$ cat config.mk
export PLATFORM = sky130hd
export DESIGN_NAME = tdm_demux8_16
export DESIGN_NICKNAME = d
export VERILOG_FILES = /design/src/rtl/tdm_demux8_16_pkg.sv /design/src/rtl/tdm_demux8_16.sv
export SDC_FILE = /design/constraint.sdc
export NUM_CORES = 1
export LEC_CHECK = 0
export BUFFER_PORTS_ARGS = -buffer_cell sky130_fd_sc_hd__clkbuf_2
export CORE_ASPECT_RATIO = 1.75
export CORE_UTILIZATION = 53
export CTS_BUF_LIST = sky130_fd_sc_hd__clkbuf_8
export CTS_CLUSTER_DIAMETER = 30
export DETAILED_ROUTE_END_ITERATION = 16
export PLACE_DENSITY = 0.89
export SYNTH_ARGS = -nofsm -noshare
export SYNTH_HDL_FRONTEND = slang
export SYNTH_SLANG_ARGS = --single-unit
$ cat constraint.sdc
create_clock -name clock -period 2 [get_ports clock]
set_clock_uncertainty 0.1 [all_clocks]
set_input_delay 0.1 -clock clock [delete_from_list [all_inputs] [get_ports clock]]
set_output_delay 0.1 -clock clock [all_outputs]
set_load 0.03 [all_outputs]
$ cat src/rtl/tdm_demux8_16_pkg.sv
// Shared constants, state encoding and slot decode for the TDM demultiplexer.
package tdm_demux8_16_pkg;

  localparam int unsigned TDM_SLOTS = 8;
  localparam int unsigned SLOT_BITS = 3;
  localparam logic [7:0]  ERR_MAX   = 8'd255;

  typedef enum logic {
    HUNT = 1'b0,
    RECV = 1'b1
  } state_e;

  // 1-of-8 demux of the enable onto the addressed slot.
  function automatic logic [TDM_SLOTS-1:0] slot_onehot(input logic [SLOT_BITS-1:0] sel,
                                                        input logic                 en);
    slot_onehot = en ? (TDM_SLOTS'(1) << sel) : '0;
  endfunction

endpackage

$ cat src/rtl/tdm_demux8_16.sv
// Receive end of the 8-slot TDM link: hunts for slot 0, gathers a frame in shadow
// registers and commits all eight channels at once on the slot-7 edge.
module tdm_demux8_16
  import tdm_demux8_16_pkg::*;
#(
  parameter int unsigned WIDTH = 16
) (
  input  logic             clock,
  input  logic             reset_n,
  input  logic [WIDTH-1:0] in,
  input  logic             in_valid,
  input  logic             in_sof,
  output logic [WIDTH-1:0] a,
  output logic [WIDTH-1:0] b,
  output logic [WIDTH-1:0] c,
  output logic [WIDTH-1:0] d,
  output logic [WIDTH-1:0] e,
  output logic [WIDTH-1:0] f,
  output logic [WIDTH-1:0] g,
  output logic [WIDTH-1:0] h,
  output logic             frame_valid,
  output logic             frame_err,
  output logic [7:0]       err_count
);

  state_e                 r_state;
  state_e                 w_state_d;
  logic [SLOT_BITS-1:0]   r_slot;
  logic [SLOT_BITS-1:0]   w_slot_d;
  logic [WIDTH-1:0]       r_shadow [TDM_SLOTS-1];
  logic [TDM_SLOTS-1:0]   w_we;
  logic                   w_sof;
  logic                   w_commit;
  logic                   w_resync;

  assign w_sof    = in_valid & in_sof;
  // Data-slot enables; slot 0 is only ever loaded by a sof word.
  assign w_we     = slot_onehot(r_slot, (r_state == RECV) & in_valid & ~in_sof);
  assign w_commit = w_we[TDM_SLOTS-1];

  always_comb begin
    w_state_d = r_state;
    w_slot_d  = r_slot;
    w_resync  = 1'b0;
    case (r_state)
      HUNT: begin
        if (w_sof) begin
          w_state_d = RECV;
          w_slot_d  = SLOT_BITS'(1);
        end
      end
      RECV: begin
        if (w_sof) begin
          w_resync = 1'b1;
          w_slot_d = SLOT_BITS'(1);
        end else if (w_commit) begin
          w_state_d = HUNT;
          w_slot_d  = '0;
        end else if (in_valid) begin
          w_slot_d = r_slot + SLOT_BITS'(1);
        end
      end
      default: begin
        w_state_d = HUNT;
        w_slot_d  = '0;
      end
    endcase
  end

  always_ff @(posedge clock or negedge reset_n) begin
    if (!reset_n) begin
      r_state <= HUNT;
      r_slot  <= '0;
    end else begin
      r_state <= w_state_d;
      r_slot  <= w_slot_d;
    end
  end

  always_ff @(posedge clock or negedge reset_n) begin
    if (!reset_n) begin
      for (int i = 0; i < TDM_SLOTS - 1; i++) r_shadow[i] <= '0;
    end else begin
      for (int i = 0; i < TDM_SLOTS - 1; i++) begin
        if (w_we[i] || (i == 0 && w_sof)) r_shadow[i] <= in;
      end
    end
  end

  // Slot 7 bypasses the shadow bank and lands in h on the committing edge.
  always_ff @(posedge clock or negedge reset_n) begin
    if (!reset_n) begin
      a <= '0;
      b <= '0;
      c <= '0;
      d <= '0;
      e <= '0;
      f <= '0;
      g <= '0;
      h <= '0;
    end else if (w_commit) begin
      a <= r_shadow[0];
      b <= r_shadow[1];
      c <= r_shadow[2];
      d <= r_shadow[3];
      e <= r_shadow[4];
      f <= r_shadow[5];
      g <= r_shadow[6];
      h <= in;
    end
  end

  always_ff @(posedge clock or negedge reset_n) begin
    if (!reset_n) begin
      frame_valid <= 1'b0;
      frame_err   <= 1'b0;
      err_count   <= '0;
    end else begin
      frame_valid <= w_commit;
      frame_err   <= w_resync;
      if (w_resync && err_count != ERR_MAX) err_count <= err_count + 8'd1;
    end
  end

endmodule

==> Word-level counts from Yosys, hierarchy flattened <==
Index checks and enable logic that the tools add are counted.
Widths: inputs -> output; s select.
{ "op_classes": {"n_mux": 11, "order_cmp": 0, "shifts": 1, "bitwise": 5, "n_eq_ne": 3, "div_mod_pow": 0, "reduce_logical": 3, "add_sub_neg": 2, "multipliers": 0} }
{ "ops": {"columns": ["operator", "count"], "rows": [
  ["$mux 3", 4],
  ["$add 8x1->8 const B", 1],
  ["$mux 8", 1],
  ["$ne 8x8->1 const B", 1],
  ["$shl 1x3->8 const A", 1],
  ["$pmux 3 s2", 1],
  ["$mux 1", 4],
  ["$ne 4x2->1 const B", 1],
  ["$add 3x1->3 const B", 1],
  ["$and 1x1->1", 3],
  ["$ne 2x2->1 const B", 1],
  ["$not 1->1", 2],
  ["$pmux 1 s2", 1],
  ["$reduce_and 2->1", 1],
  ["$logic_and 1x1->1", 1],
  ["$logic_or 1x1->1", 1]
]} }
{ "word_totals": {"regBits": 254, "latchBits": 0, "out_inout_bits": 138, "ram_bits": 0, "n_memories": 0, "mem_bits_ro": 0, "elab_cells": 45, "inputBits": 20} }

==> Logic depth before layout (Yosys ltp) <==
Gate-level depths: netlist of the first run.
{ "logic_depth": {"word_depth": 6, "ltp_mapped": 7, "depth_no_buf": 5} }

==> Least setup slack after synthesis of the first run <==
Ideal clock, no wire load.
{ "synth_path": {"path_type": "reg-to-reg", "from": "reg r_slot[0]", "to": "reg r_shadow[101] in the netlist's numbering", "n_path_buf": 1, "setup_slack_ps": 118, "stages_incl_launch_ff": 7, "arrival_ps": 1657, "setup_time_ps": 125, "t_required_ps": 1775, "synth_period_minus_slack_ps": 1882, "path_cell_list": "dfrtp_1 > inv_1 > ha_1 > and3b_1 > o21ai_2 > buf_2 > mux2_2"} }
{ "synth_via": {"elab_chain_len": 3} }
{ "synth_rtl": {"columns": ["item", "line", "rtl"], "rows": [
  ["start, declared", "tdm_demux8_16.sv:28", "logic [SLOT_BITS-1:0] r_slot;"],
  ["start signal, assigned", "tdm_demux8_16.sv:76", "r_slot <= w_slot_d;"],
  ["$shl 1x3->8", "tdm_demux8_16_pkg.sv:16", "slot_onehot = en ? (TDM_SLOTS'(1) << sel) : '0;"],
  ["$mux 8", "tdm_demux8_16_pkg.sv:16", null],
  ["$logic_or 1x1->1", "tdm_demux8_16.sv:85", "if (w_we[i] || (i == 0 && w_sof)) r_shadow[i] <= in;"],
  ["end signal, assigned by index", "tdm_demux8_16.sv:85", null],
  ["end, declared", "tdm_demux8_16.sv:30", "logic [WIDTH-1:0] r_shadow [TDM_SLOTS-1];"]
]} }
No other way between the ends.
A chain may end at the register's enable or synchronous reset.

==> Final worst setup path of the first run <==
{ "layout_path": {"from": "reg r_slot[1]", "to": "reg r_slot[2]"} }
{ "layout_via": {"elab_chain_len": 5, "elab_cells_between_ends": 9, "classes_between": "add/sub (1); eq/ne (1); shift (1); mux (5); reduce/logical (1)"} }
{ "layout_rtl": {"columns": ["item", "line", "rtl"], "rows": [
  ["$add 3x1->3 / $shl 1x3->8 (equally long branches)", "tdm_demux8_16.sv:60, tdm_demux8_16_pkg.sv:16", null],
  ["$mux 3 / $mux 8 (equally long branches)", "tdm_demux8_16.sv:59, tdm_demux8_16_pkg.sv:16", null],
  ["$mux 3", "tdm_demux8_16.sv:56", "end else if (w_commit) begin"],
  ["$mux 3", "tdm_demux8_16.sv:53", "if (w_sof) begin"],
  ["$pmux 3 s2", "tdm_demux8_16.sv:45", "case (r_state)"]
]} }
Parallel ways exist; a longest one is shown, timed or not. The select of a mux whose other input is x is not followed.

==> metrics.yaml, run 1 <==
run_status:
  status: "complete, no violations"
critical_path:
  worst_ep_arrival_time_ps: 2250
  worstSetupStartpointType: "flip-flop"
  reg2reg_slack_ps: 80
  r2r_end: "r_slot[2]"
  crit_required_ps: 2330
  endpoint_kind: "flip-flop"
  max_stage_delay_ps: 560
  critPathSlowestCell: "dlygate4sd3_1"
  reg2regPathDepth: 5
  crit_type: "flip-flop to flip-flop"
  crit_top_cell: "ha_1"
  path_cells: "ha_1, ha_1, o22a_1, o22ai_1, dlygate4sd3_1"
  crit_path_max_fanout: 4
  rr_startpoint: "r_slot[1]"
placed_design:
  place_area_um2: 10940
  portBuffers: 157
  dp_hpwl_um: 13910
  dp_cells: 966
  globalplace.congestion: 0.7873
yosys:
  yosys_register_bits: 254
  synthTopCellsByArea: "dfrtp_1 (65%), mux2_2 (26%), mux2_4 (3.1%)"
  synth_most_common_cell: "dfrtp_1"
  async_flop_share: 1.000
  synth-edff-count: 0
  avgSynthCellArea_um2: 16.77
  yosysWarnings: 0
  synthesis.area_um2: 9811
  yosysTopAreaCellShare: 0.6479
  synthFlopType: "dfrtp_1"
  synth_cell_types: 36
  yosysTopAreaCell: "dfrtp_1"
  yosysSeqAreaShare: 0.6479
  syn_inst: 585
  syn-num-nets: 612
  synthTopCellsByCount: "dfrtp_1 (254), mux2_2 (223), mux2_4 (20), buf_2 (12), buf_6 (10)"
pwr:
  clkPwrFrac: 0.284
  finalPower_mw: 14.84
  seqPwrFrac: 0.492
  powerDensity_nw_per_um2: 1245
  p_int_mw: 10.40
  ir_drop_v: 0.0008397
  leakagePower_nw: 6.252
  p_comb_frac: 0.224
  p_sw_frac: 0.2990
  p_sw_mw: 4.436
clock_network:
  clock-sinks: 254
  numCtsBuffers: 37
  cts_tree: "done"
  clk_pin_slew_ps: 60
  htreeDepth: 2
  insertion_delay_ps: 510
  clk_path_buf_depth: 3
  cts_root_buf: "clkbuf_8"
floorplan:
  initial_utilization: 0.5434
  rows: 65
  die_area_um2: 19080
  die_w_um: 104.8
  fp.coreArea_um2: 18050
  ios: 158
  fp.dieH_um: 182.0
routing:
  drtIter0Drc: 138
  wl_per_cell_um: 19.37
  routed_via_density: 5.357
  routed_wl_um: 20320
  via_count: 5620
  drt.antenna.violating_nets: 0
  drc_errors: 0
  firstDrtPassIters: 4
sta:
  drv_slew: 0
  fin_setup_tns_ps: 0
  post-route-period-util: 0.9586
  fmax_mhz: 521.6
  finalCriticalPeriod_ps: 1917
  setup_violations: 0
  worst_pin_slew_ps: 568.3
  relSlewSlack: 0.6211
  finalHoldViolations: 0
  fin_hold_ws_ps: 71.32
  rsz0062_at_grt: "no"
global_routing:
  grt_pass1_vias: 5972
  grt_pass1_wl_um: 32220
  antenna_found_initial: 0
  track_usage: 0.2207
  grt.overflow.total: 0
  grt_max_degree: 73
finish:
  fin_cells: 1049
  area_growth_pct: 21.46
  drive_gt1_frac: 0.5865
  antenna_cells: 0
  final_area_um2: 11920
  nets: 818
hold_path:
  min_path_type: "input port to asynchronous set/reset pin"
flow_run:
  max_cap_viol_count: 0
placed cells by master, fill, tap and decap left out, types with 4 or more instances in the layout:
cell type	n
buf_12	10
buf_4	6
clkbuf_2	156
clkbuf_8	43
dfrtp_1	253
dlygate4sd3_1	20
ha_1	7
inv_1	18
mux2_2	223
mux2_4	20
nand2_1	9
nand3_1	4
area by class of cell:
| cell class | instances | area (um2) |
|---|---|---|
| multi-input combinational | 297 | 3227 |
| clock buffer | 43 | 591.8 |
| tap | 234 | 292.8 |
| clock inverter | 20 | 168.9 |
| timing repair buffer | 194 | 1252 |
| fill | 1295 | 6138 |
| inverter | 7 | 26.28 |
| sequential | 254 | 6357 |
how the worst max path moves through the flow:
stage	startpoint	to	slack [ps]	depth (start not counted)
2_1_floorplan	r_slot[0]	r_shadow[101]	120	6
3_3_place_gp	r_slot[1]	d[10]	120	5
3_5_place_dp	r_state	r_shadow[9]	70	3
4_1_cts	r_slot[2]	r_slot[2]	40	5
5_1_grt	r_slot[1]	r_slot[2]	10	5
6_report	r_slot[1]	r_slot[2]	80	5
per-layer routing:
layer | vias up | track usage | part of all wire
li1 | 2488 | - | -
met1 | 2924 | 0.2413 | 0.36
met2 | 154 | 0.4132 | 0.56
met3 | 54 | 0.03159 | 0.031
met4 | 0 | 0.1082 | 0.042
met5 | - | 0 | 0
through the flow:
step           utilization  worst slack [ps]
2_1_floorplan            -             118.1
3_3_place_gp        0.6060             125.0
3_5_place_dp        0.6060             73.64
4_1_cts             0.6593             39.78
5_1_grt             0.6600             14.44
6_report            0.6600             82.75
what timing repair did:
item | in CTS | in global routing
resized for setup | 0 | 4
buffers inserted | 0 | 0
endpoints found under the setup margin | 0 | 25
endpoints found under the hold margin | 386 | 0
hold buffers | 20 | 0
cells by family after synthesis:
group | count (synthesis) | synth area share
AO/OA/AOI/OAI | 12 | 0.009055
XOR/XNOR | 3 | 0.002679
adder cells (fa/ha/maj) | 7 | 0.008927
buffers and inverters | 34 | 0.02410
flip-flops | 254 | 0.6479
multiplexers | 243 | 0.2866
AND/OR/NAND/NOR | 32 | 0.02079
sequential cells by signal, summed over array words and instances, names as in the netlist, 8 cells and up:
name / flops
d: 16
err_count: 8
a: 16
g: 16
r_shadow: 112
c: 16
b: 16
h: 16
e: 16
f: 16
worst max-delay path, delay by kind of cell (launching register included):
kind	cells	cell delay, ps
AO/OA/AOI/OAI	2	290
adder cells (fa/ha/maj)	2	500
buffers and inverters	1	560
flip-flops	1	410
power groups by stage:
stage / clock, mW / sequential, mW / combinational, mW
3_3_place_gp: 0 / 7.28 / 3.20
5_1_grt: 4.54 / 7.47 / 3.54
6_report: 4.21 / 7.30 / 3.32
3_5_place_dp: 0 / 7.37 / 3.31
2_1_floorplan: 0 / 7.99 / 1.53
4_1_cts: 4.30 / 7.30 / 3.36
No activity file was read; power rests on OpenSTA's default activity.
==> run 2, diff against run 1 <==
Settings changed: CORE_MARGIN from default to 2, CORE_UTILIZATION 53 to 31, PLACE_DENSITY 0.89 to 0.61.
==> metrics.yaml, run 2 (synthesized netlist as in run 1, its figures left out) <==
routing:
  drtIter0Drc: 184  # was 138
  via_count: 5652  # was 5,620
  routed_wl_um: 22880  # was 20,320 um
  routed_via_density: 4.588  # was 5.357
  firstDrtPassIters: 6  # was 4
  wl_per_cell_um: 18.57  # was 19.37 um
  drc_errors: 0  # unchanged
  drt.antenna.violating_nets: 0  # unchanged
global_routing:
  track_usage: 0.1372  # was 0.2207
  grt_max_degree: 42  # was 73
  grt_pass1_wl_um: 34820  # was 32,220 um
  grt.overflow.total: 0  # unchanged
  antenna_found_initial: 1  # was 0
  grt_pass1_vias: 5864  # was 5,972
run_status:
  status: "complete, no violations"  # unchanged
critical_path:
  endpoint_kind: "flip-flop"  # unchanged
  max_stage_delay_ps: 560  # about the same
  worstSetupStartpointType: "flip-flop"  # unchanged
  path_cells: "ha_2, ha_1, o22a_1, o22ai_1, dlygate4sd3_1"  # was ha_1, ha_1, o22a_1, o22ai_1, dlygate4sd3_1
  crit_required_ps: 2390  # was 2330 ps
  critPathSlowestCell: "dlygate4sd3_1"  # unchanged
  worst_ep_arrival_time_ps: 2310  # was 2250 ps
  crit_path_max_fanout: 5  # was 4
  crit_type: "flip-flop to flip-flop"  # unchanged
  critical_path_buf_inv_count: 1  # unchanged
  crit_family: "buffers and inverters"  # unchanged
floorplan:
  die_area_um2: 33140  # was 19,080 um2
  ios: 158  # unchanged
  fp.coreArea_um2: 31310  # was 18,050 um2
  initial_utilization: 0.3133  # was 0.5434
  rows: 86  # was 65
  die_w_um: 138.5  # was 104.8 um
  fp.dieH_um: 239.3  # was 182.0 um
clock_network:
  numCtsBuffers: 41  # was 37
  insertion_delay_ps: 550  # was 510 ps
  cts_root_buf: "clkbuf_8"  # unchanged
  clock-sinks: 254  # unchanged
  clk_path_buf_depth: 3  # unchanged
  htreeDepth: 2  # unchanged
  clk_pin_slew_ps: 70  # was 60 ps
  cts_tree: "done"  # unchanged
pwr:
  leakagePower_nw: 6.377  # was 6.252 nW
  finalPower_mw: 15.35  # was 14.84 mW
  powerDensity_nw_per_um2: 1239  # was 1245 nW/um2
  ir_drop_v: 0.0008520  # was 0.0008397 V
placed_design:
  dp_hpwl_um: 15140  # was 13,910 um
  globalplace.congestion: 0.7180  # was 0.7873
  place_area_um2: 11210  # was 10,940 um2
  portBuffers: 157  # unchanged
finish:
  final_common_cell: "dfrtp_1"  # unchanged
  drive_gt1_frac: 0.6024  # was 0.5865
  largest_reg_flops: 112  # unchanged
  nets: 831  # was 818
  final_util: 0.3955  # was 0.6600
  final_cell_mix: "dfrtp_1 (253), mux2_2 (223), clkbuf_2 (156)"  # unchanged
  area_growth_pct: 26.23  # was 21.46%
  largest-register: "r_shadow"  # unchanged
  final_area_um2: 12380  # was 11,920 um2
sta:
  fmax_mhz: 520.2  # was 521.6 MHz
  setup_violations: 0  # unchanged
  finalCriticalPeriod_ps: 1922  # was 1917 ps
  fin_setup_tns_ps: 0  # unchanged
  finalHoldViolations: 0  # unchanged
  drv_slew: 0  # unchanged
  worst_pin_slew_ps: 453.3  # was 568.3 ps
  relSlewSlack: 0.6978  # was 0.6211
  rsz0062_at_grt: "no"  # unchanged
  post-route-period-util: 0.9612  # was 0.9586
flow_run:
  max_cap_viol_count: 0  # unchanged
hold_path:
  min_path_type: "input port to flip-flop"  # was input port to asynchronous set/reset pin
## run 2: cell types whose count changed in the layout (fill, tap and decap cells not counted), moves of 2 or more
| cell | previous run | this run |
|---|---|---|
| buf_12 | 10 | 12 |
| buf_4 | 6 | 11 |
| clkbuf_8 | 43 | 53 |
| clkinv_2 | 2 | 4 |
| ha_1 | 7 | 5 |
| ha_2 | 0 | 2 |
| inv_1 | 18 | 14 |
| inv_6 | 0 | 4 |
## run 2: repair_timing
| item | in CTS | in global routing |
|---|---|---|
| setup endpoints to repair | 0 | 47 |
| endpoints found under the hold margin | 385 | 0 |
| hold buffers | 23 | 0 |
| resized for setup | 0 | 5 |
| buffers inserted | 0 | 1 |
## run 2: worst register-to-register path: stages, from the launching register on
cell and delay, ps:
dfrtp_1 430, ha_2 210, ha_1 270, o22a_1 170, o22ai_1 110, dlygate4sd3_1 560
## run 2: per-layer routing
metal,vias to the layer above,wire (um),track usage
li1,2526,-,-
met1,2961,8801,0.1525
met2,124,12730,0.2594
met3,41,792,0.02499
met4,0,559,0.05102
met5,-,0,0
## run 2: final cells by class
cell class	instances	area, um2
Inverter	7	26.28
Clock inverter	21	167.7
Sequential cell	254	6357
Antenna cell	1	2.502
Multi-Input combinational cell	297	3224
Tap cell	396	495.5
Fill cell	2932	18930
Timing Repair Buffer	203	1381
Clock buffer	53	729.5
## run 2: metrics by stage
stage	std cells	worst slack, ps	hold slack, ps
2_1_floorplan	585	118.1	-295.6
3_3_place_gp	1133	114.0	3.317
3_5_place_dp	1133	41.82	-1.566
4_1_cts	1230	36.58	330.3
5_1_grt	1232	0.5851	383.1
6_report	1232	77.52	377.9
## run 2: report_power, final
| group | leakage, nW | switching [mW] | total, mW | internal (mW) |
|---|---|---|---|---|
| Clock | 0.486 | 2.09 | 4.77 | 2.67 |
| Sequential | 3.36 | 0.755 | 7.25 | 6.49 |
| Combinational | 2.53 | 1.76 | 3.33 | 1.57 |
## run 2: path summary, 6_finish.rpt
check	from	to	slack, ps	cells past startpoint
setup / recovery	r_slot[0]	r_slot[2]	80	5
max in group asynchronous	reset_n	r_slot[2]	690	4
hold reg to reg	r_shadow[96]	a[0]	390	1
setup reg to reg	r_slot[0]	r_slot[2]	80	5
min in group asynchronous	reset_n	r_shadow[104]	510	3
hold / removal	in_sof	r_state	380	3
==> run 3, diff against run 2 <==
Settings changed: BUFFER_PORTS_ARGS -buffer_cell sky130_fd_sc_hd__clkbuf_2 to default, DONT_BUFFER_PORTS from default to 1, PLACE_DENSITY 0.61 to 0.56.
==> metrics.yaml, run 3 (synthesized netlist as in run 1, its figures left out) <==
floorplan:
  die_area_um2: 33140  # unchanged
  fp.coreArea_um2: 31310  # unchanged
  initial_utilization: 0.3133  # unchanged
  die_w_um: 138.5  # unchanged
  rows: 86  # unchanged
  ios: 158  # unchanged
  fp.dieH_um: 239.3  # unchanged
placed_design:
  dp_slack_ps: 55.31  # was 41.82 ps
  globalplace.congestion: 0.7105  # was 0.7180
  dp_hpwl_um: 15280  # was 15,140 um
  portBuffers: 0  # was 157
global_routing:
  grt_max_degree: 255  # was 42
  grt.overflow.total: 0  # unchanged
  track_usage: 0.1401  # was 0.1372
  antenna_found_initial: 3  # was 1
  grt_pass1_wl_um: 35360  # was 34,820 um
  grt_pass1_vias: 5695  # was 5,864
critical_path:
  crit_type: "flip-flop to flip-flop"  # unchanged
  endpoint_kind: "flip-flop"  # unchanged
  crit_required_ps: 2380  # was 2390 ps
  crit_path_max_fanout: 4  # was 5
  worstSetupStartpointType: "flip-flop"  # unchanged
  worst_ep_arrival_time_ps: 2300  # was 2310 ps
finish:
  drive_gt1_frac: 0.5007  # was 0.6024
  final_common_cell: "dfrtp_1"  # unchanged
  largest-register: "r_shadow"  # unchanged
  largest_reg_flops: 112  # unchanged
  final_cell_mix: "dfrtp_1 (253), mux2_2 (223), clkbuf_8 (48)"  # was dfrtp_1 (253), mux2_2 (223), clkbuf_2 (156)
  area_growth_pct: 16.52  # was 26.23%
  nets: 669  # was 831
sta:
  fin_hold_ws_ps: -840.9  # was 377.9 ps
  worst_pin_slew_ps: 557.2  # was 453.3 ps
  relSlewSlack: 0.6285  # was 0.6978
  setup_slack_ps: 83.95  # was 77.52 ps
  finalHoldViolations: 254  # was 0
  post-route-period-util: 0.9580  # was 0.9612
  drv_slew: 0  # unchanged
  setup_violations: 0  # unchanged
  finalCriticalPeriod_ps: 1916  # was 1922 ps
  fmax_mhz: 521.9  # was 520.2 MHz
  fin_setup_tns_ps: 0  # unchanged
clock_network:
  holdBufCountCts: 19  # was 23
  clock-sinks: 254  # unchanged
  cts_tree: "done"  # unchanged
  clk_pin_slew_ps: 60  # was 70 ps
  cts_root_buf: "clkbuf_8"  # unchanged
  htreeDepth: 2  # unchanged
  clk_path_buf_depth: 3  # unchanged
  insertion_delay_ps: 540  # was 550 ps
  numCtsBuffers: 42  # was 41
routing:
  wl_per_cell_um: 21.58  # was 18.57 um
  drt.antenna.violating_nets: 0  # unchanged
  firstDrtPassIters: 4  # was 6
  via_count: 5099  # was 5,652
  drtIter0Drc: 146  # was 184
  drc_errors: 0  # unchanged
  routed_wl_um: 23030  # was 22,880 um
  routed_via_density: 4.779  # was 4.588
run_status:
  violations: "negative hold slack"
  status: "finished, violations left"  # was complete, no violations
hold_path:
  min_path_type: "input port to asynchronous set/reset pin"  # was input port to flip-flop
flow_run:
  max_cap_viol_count: 0  # unchanged
pwr:
  leakagePower_nw: 5.589  # was 6.377 nW
  powerDensity_nw_per_um2: 1313  # was 1239 nW/um2
  ir_drop_v: 0.0007403  # was 0.0008520 V
run 3: through the flow:
step	util	power [mW]	instance area [um2]	instances	hold slack [ps]
2_1_floorplan	-	9.518	9811	585	-295.6
3_3_place_gp	0.3300	10.02	10330	974	-283.7
3_5_place_dp	0.3300	10.21	10330	974	-284.6
4_1_cts	0.3644	15.24	11410	1064	-895.9
5_1_grt	0.3650	15.77	11430	1066	-885.5
6_report	0.3651	15.01	11430	1067	-840.9
run 3: final cells by class:
class                      count  area, um2
clock inverter                23      225.2
timing repair buffer          40      439.2
tap                          396      495.5
clock buffer                  48      660.6
antenna                        2      5.005
inverter                       7      27.53
multi-input combinational    297       3221
fill                        2948      19880
sequential                   254       6357
run 3: critical path, stage by stage (launching register included):
cell	delay, ps
dfrtp_1	410
ha_2	210
ha_1	280
o22a_1	180
o22ai_1	110
dlygate4sd3_1	560
run 3: timing repair:
action                                 CTS  global route
setup endpoints to repair                0            74
endpoints found under the hold margin  392           254
setup buffers                            0             1
gates resized for setup                  0             4
run 3: per-layer routing:
layer | routed length, um | global-route usage | up-vias
li1 | - | - | 2189
met3 | 1212 | 0.03439 | 49
met1 | 8099 | 0.1423 | 2699
met5 | 0 | 0 | -
met4 | 824 | 0.06184 | 0
met2 | 12890 | 0.2688 | 162
run 3: worst paths after layout:
kind                               from  slack [ps]            to  cells past startpoint
max                           r_slot[1]          80     r_slot[2]                      5
min in group clock               in_sof          60     r_slot[1]                      2
min                             reset_n        -840          f[0]                      0
max reg2reg                   r_slot[1]          80     r_slot[2]                      5
min reg2reg                r_shadow[26]         400         f[10]                      1
max in group asynchronous       reset_n        2150  r_shadow[71]                      0
run 3: power by group:
part	internal [mW]	leakage (nW)	switching [mW]
Combinational	1.30	1.75	0.719
Sequential	6.48	3.36	1.69
Clock	2.73	0.481	2.09
Total	10.5	5.59	4.50
